$ cat config.mk
export PLATFORM = sky130hd
export DESIGN_NAME = p6_fetch_unit
export DESIGN_NICKNAME = d
export VERILOG_FILES = /design/src/rtl/p6_fetch_unit.sv
export SDC_FILE = /design/constraint.sdc
export NUM_CORES = 1
export LEC_CHECK = 0
export ABC_AREA = 1
export CAP_MARGIN = 15
export CORE_AREA = 2 2 70 72
export DETAILED_ROUTE_END_ITERATION = 16
export DIE_AREA = 0 0 72 74
export PLACE_DENSITY = 0.76
export SYNTH_ARGS = -nofsm -noshare
export SYNTH_HDL_FRONTEND = slang
export SYNTH_SLANG_ARGS = --single-unit
$ cat constraint.sdc
create_clock -name clk -period 1.2 [get_ports clk]
set_input_delay 0.18 -clock clk [delete_from_list [all_inputs] [get_ports clk]]
set_output_delay 0.18 -clock clk [all_outputs]
set_load 0.02 [all_outputs]
$ cat src/rtl/p6_fetch_unit.sv
// p6_fetch_unit
//   Instruction fetch stage sitting directly in front of the CPU. It owns the
//   program counter, issues one RAM read per instruction, waits out the RAM
//   read latency, latches the returned word into the instruction register and
//   offers it to the CPU with a valid/ack handshake. On acknowledge the next
//   PC is either pc+1 (wrapping modulo 2^ADDR_W) or the branch target the CPU
//   reports alongside the ack. Fetching stops for good once an acknowledged
//   instruction carries the HALT opcode in its top three bits.
//
// Ports
//   clk        : clock, all state changes on the rising edge
//   reset      : asynchronous, active-low; clears all state immediately
//   start      : level request to begin fetching, only looked at in IDLE
//   mem_addr   : RAM read address, always equal to pc
//   mem_rd     : RAM read strobe, high for exactly one cycle per fetch
//   mem_data   : RAM read data, valid MEM_LAT cycles after mem_rd
//   ir         : latched instruction
//   ir_valid   : ir holds an instruction the CPU has not consumed yet
//   ir_ack     : CPU consumes ir this cycle (only looked at while holding)
//   br_taken   : qualifies ir_ack; next pc comes from br_target
//   br_target  : branch destination, used verbatim
//   pc         : current PC (address of the instruction in ir while holding)
//   halted     : a HALT instruction was consumed; fetching has stopped

module p6_fetch_unit #(
  parameter int                ADDR_W   = 8,
  parameter int                DATA_W   = 16,
  parameter logic [ADDR_W-1:0] RESET_PC = '0,
  parameter int                MEM_LAT  = 1,
  parameter logic [2:0]        HALT_OPC = 3'b111
) (
  input  logic              clk,
  input  logic              reset,
  input  logic              start,
  output logic [ADDR_W-1:0] mem_addr,
  output logic              mem_rd,
  input  logic [DATA_W-1:0] mem_data,
  output logic [DATA_W-1:0] ir,
  output logic              ir_valid,
  input  logic              ir_ack,
  input  logic              br_taken,
  input  logic [ADDR_W-1:0] br_target,
  output logic [ADDR_W-1:0] pc,
  output logic              halted
);

  // MEM_LAT is limited to 1..4, so three bits hold every count value.
  localparam logic [2:0] LAT_LAST = 3'(MEM_LAT - 1);

  typedef enum logic [2:0] {
    S_IDLE,
    S_REQ,
    S_WAIT,
    S_HOLD,
    S_HALT
  } state_t;

  state_t              state;
  logic [ADDR_W-1:0]   pc_q;
  logic [DATA_W-1:0]   ir_q;
  logic                ir_valid_q;
  logic                mem_rd_q;
  logic                halted_q;
  logic [2:0]          lat_cnt;

  // Sequential successor wraps silently at the top of the address space.
  function automatic logic [ADDR_W-1:0] next_pc(input logic              taken,
                                                input logic [ADDR_W-1:0] target,
                                                input logic [ADDR_W-1:0] cur);
    return taken ? target : cur + 1'b1;
  endfunction

  function automatic logic is_halt(input logic [DATA_W-1:0] instr);
    return instr[DATA_W-1 -: 3] == HALT_OPC;
  endfunction

  // mem_rd, ir_valid and halted are registered: each is set on the edge
  // that enters the state in which it must be high, so they line up with
  // the state register without any decode after the flops.
  always_ff @(posedge clk or negedge reset) begin
    if (!reset) begin
      state      <= S_IDLE;
      pc_q       <= RESET_PC;
      ir_q       <= '0;
      ir_valid_q <= 1'b0;
      mem_rd_q   <= 1'b0;
      halted_q   <= 1'b0;
      lat_cnt    <= '0;
    end else begin
      mem_rd_q <= 1'b0;
      case (state)
        S_IDLE: begin
          if (start) begin
            state    <= S_REQ;
            mem_rd_q <= 1'b1;
          end
        end

        S_REQ: begin
          lat_cnt <= '0;
          state   <= S_WAIT;
        end

        // lat_cnt is 0 in the first WAIT cycle; the read data is on the bus
        // during the cycle in which lat_cnt reaches MEM_LAT-1.
        S_WAIT: begin
          if (lat_cnt == LAT_LAST) begin
            ir_q       <= mem_data;
            ir_valid_q <= 1'b1;
            state      <= S_HOLD;
          end else begin
            lat_cnt <= lat_cnt + 3'd1;
          end
        end

        // A HALT instruction is still handed over and must be acked; the ack
        // moves pc past it before fetching stops.
        S_HOLD: begin
          if (ir_ack) begin
            ir_valid_q <= 1'b0;
            pc_q       <= next_pc(br_taken, br_target, pc_q);
            if (is_halt(ir_q)) begin
              state    <= S_HALT;
              halted_q <= 1'b1;
            end else begin
              state    <= S_REQ;
              mem_rd_q <= 1'b1;
            end
          end
        end

        S_HALT: begin
          state <= S_HALT;
        end

        default: begin
          state <= S_IDLE;
        end
      endcase
    end
  end

  assign mem_addr = pc_q;
  assign mem_rd   = mem_rd_q;
  assign ir       = ir_q;
  assign ir_valid = ir_valid_q;
  assign pc       = pc_q;
  assign halted   = halted_q;

endmodule

==> flow_summary.yaml <==
clocking:
  cts_tree: "built"
  clk_pin_slew_ns: 0.07
  cts_buffer_depth: 2
  cts_made_buffers: 5
  clock-sinks: 33
  cts_root_buf: "clkbuf_8"
  htree_levels: 2
  clk_latency_ns: 0.29
floorplanning:
  fp.dieW_microns: 72
  dieArea_sq_um: 5330
  start_util_pct: 38.0
  die_y_microns: 74
  rows: 25
  ios: 64
  core_sq_um: 4600
setup_path:
  worstPathMaxFanout: 4
  critPathBufInv: 1
  cp-start-kind: "flip-flop"
  required_ns: 1.36
  path_common_cell: "o21ai_0"
  critical_path.cell_chain: "buf_4 > nand2_2 > nor2_4 > o21ai_0 > nand2_1 > o21ai_0"
  cp-end-kind: "flip-flop"
  cpMaxStageDelayCell: "dfrtp_1"
  crit_type: "flip-flop to flip-flop"
  cp_top_family: "flip-flops"
  arrival_ns: 1.43
  critPathMaxStageDelay_ns: 0.43
detailed_routing:
  vias: 1703
  drtIter0Drc: 34
  routed_wl_mm: 4.32
  drtPass1Iterations: 4
  via_per_inst: 4.76
  ant_nets: 0
  wl_per_cell_microns: 12.1
  remaining_drc_errors: 0
hold_path:
  hp-class: "input port to async pin"
global_routing:
  grt_max_degree: 25
  grt_use_total_pct: 16.4
  antenna_found_initial: 0
  overflow: 0
  grt_pass1_vias: 1638
  grt_first_pass_wirelength_mm: 6.83
timing:
  setup_violations: 22
  rsz0062_at_grt: "true"
  finClkSkew_ns: 0.00851
  timing.final.crit_share_pct: 106
  fin_ws_ns: -0.0745
  max_freq_mhz: 785
  slew_violations: 0
  max_slew_margin_pct: 85.0
  period_needed_ns: 1.27
  hold_viol_final: 0
  whs_ns: 0.268
  worst_pin_slew_ns: 0.223
  final.setup.tns_ns: -0.901
synth:
  synth-seq-cells: 33
  syn-instance-count: 220
  synth_area_sq_um: 1750
  avgSynthCellArea_sq_um: 7.94
  synth_ff_type: "dfrtp_1"
  yosys.area.top_type: "dfrtp_1"
  synth_area_leaders: "dfrtp_1 47%, nand2_1 15%, nand3_1 7.4%"
  synth-seq-area-share_pct: 47.3
  post-synth-top-count-cell: "nand2_1"
  yosysWarnings: 0
  synth-edff-count: 0
  ys_async_sr_fraction_pct: 100
  synth_cell_type_count: 25
  synth_nets: 252
  synth_commonest_cells: "69 x nand2_1, 33 x dfrtp_1, 26 x nand3_1"
  synth_top_area_share_pct: 47.3
finish:
  drive_above_1_share_pct: 27.6
  fin_nets: 335
  n_antenna_cell: 0
  area_growth_pct: 53.9
  final-seq-area_sq_um: 830
  instances_no_fill: 358
  multi_input_area_sq_um: 782
  filler_cell_count: 427
outcome:
  status: "finished, violations left"
  violations: "setup timing"
power_and_ir_drop:
  p_per_area_nw_per_um2: 2370
  p_leak_nw: 1.36
  power.internal_w: 0.00360
  switching_share_pct: 43.6
  vdd_drop_max_uv: 1110
  seqPwrFrac_pct: 31.0
  power_w: 0.00638
  clock_power_share_pct: 17.1
  p_sw_w: 0.00278
  power_frac_comb_pct: 51.9
placement:
  hpwl_mm: 3.10
  gp_congestion: 0.838
  io_buffers: 63
  dpl.cell_count: 340
  pre_cts_slack_ns: -0.158
flow_run:
  maxCapViolCount: 0
-- through the flow --
| stage | instance area, sq um | utilization (%) |
|---|---|---|
| CTS | 2610 | 56.8 |
| global placement | 2500 | 54.3 |
| detailed placement | 2500 | 54.3 |
| finish | 2690 | 58.5 |
| global route | 2690 | 58.5 |
| floorplan | 1760 | - |
-- power groups by stage --
stage	Clock (W)	Sequential, W	Combinational (W)
6_report	0.00109	0.00198	0.00331
5_1_grt	0.00117	0.00204	0.00363
4_1_cts	0.00111	0.00194	0.00322
3_5_place_dp	0	0.00197	0.00353
3_3_place_gp	0	0.00196	0.00348
2_1_floorplan	0	0.00247	0.00152
-- kinds of logic after synthesis --
| kind of cell | count (synthesis) | synth area share, % |
|---|---|---|
| and+or+nand+nor | 122 | 31.4 |
| buffers and inverters | 39 | 12.0 |
| DFF | 33 | 47.3 |
| AOI/OAI and AO/OA | 23 | 7.16 |
| adders and majority gates | 3 | 2.15 |
-- sequential cells by signal (all words and copies together) (netlist names) --
| register | flops |
|---|---|
| ir | 16 |
| mem_addr | 8 |
| lat_cnt | 3 |
| state | 3 |
| halted | 1 |
| ir_valid | 1 |
| mem_rd | 1 |
-- final timing paths --
kind	start	to	slack (ns)	depth (start not counted)
worst max-delay path	state[1]	lat_cnt[1]	-0.07	6
worst min-delay path	reset	ir[12]	0.27	2
worst max register to register	state[1]	lat_cnt[1]	-0.07	6
worst min register to register	halted	halted	0.46	2
max in group asynchronous	reset	mem_addr[1]	0.77	2
min in group clk	mem_data[9]	ir[9]	0.44	3
-- repair_timing --
action	4_1_cts	5_1_grt
setup endpoints to repair	59	60
gates resized for setup	57	55
gates cloned	0	1
setup buffers	2	7
pin swaps	3	5
hold buffers	0	0
-- cells in the final DEF, fill, tap and decap left out, types with 3 or more instances in the layout --
master and count:
clkbuf_2 12, nand3_1 25, buf_4 21, inv_1 20, dlygate4sd2_1 3, clkbuf_8 6, inv_2 4, clkdlybuf4s15_1 15
buf_2 5, dfrtp_2 3, o21ai_1 5, a21oi_2 3, o21ai_0 11, nand2_1 66, nand2_2 4, nor2_2 5
clkdlybuf4s50_1 28, nor2_4 4, nor2_1 10, buf_12 3, nand3_2 3, dfrtp_1 30
-- cell type report --
class | count | area share (%)
Inverter | 25 | 3.58
Clock inverter | 2 | 1.40
Timing Repair Buffer | 90 | 29.5
Tap cell | 54 | 2.51
Sequential cell | 33 | 30.9
Clock buffer | 6 | 3.07
Multi-Input combinational cell | 148 | 29.1
-- worst register-to-register path, cell delays in order, from the launching register on --
cell,delay (ns)
dfrtp_1,0.43
buf_4,0.15
nand2_2,0.06
nor2_4,0.18
o21ai_0,0.15
nand2_1,0.10
o21ai_0,0.09
-- per-layer routing --
layer  wire (microns)  track usage, %  share of wire, %
met1             1770            18.5                41
met2             2190            29.6                51
met3              315            5.83               7.3
met4               34            4.82              0.79
met5                0               0                 0
(Power assumes the default switching activity.)
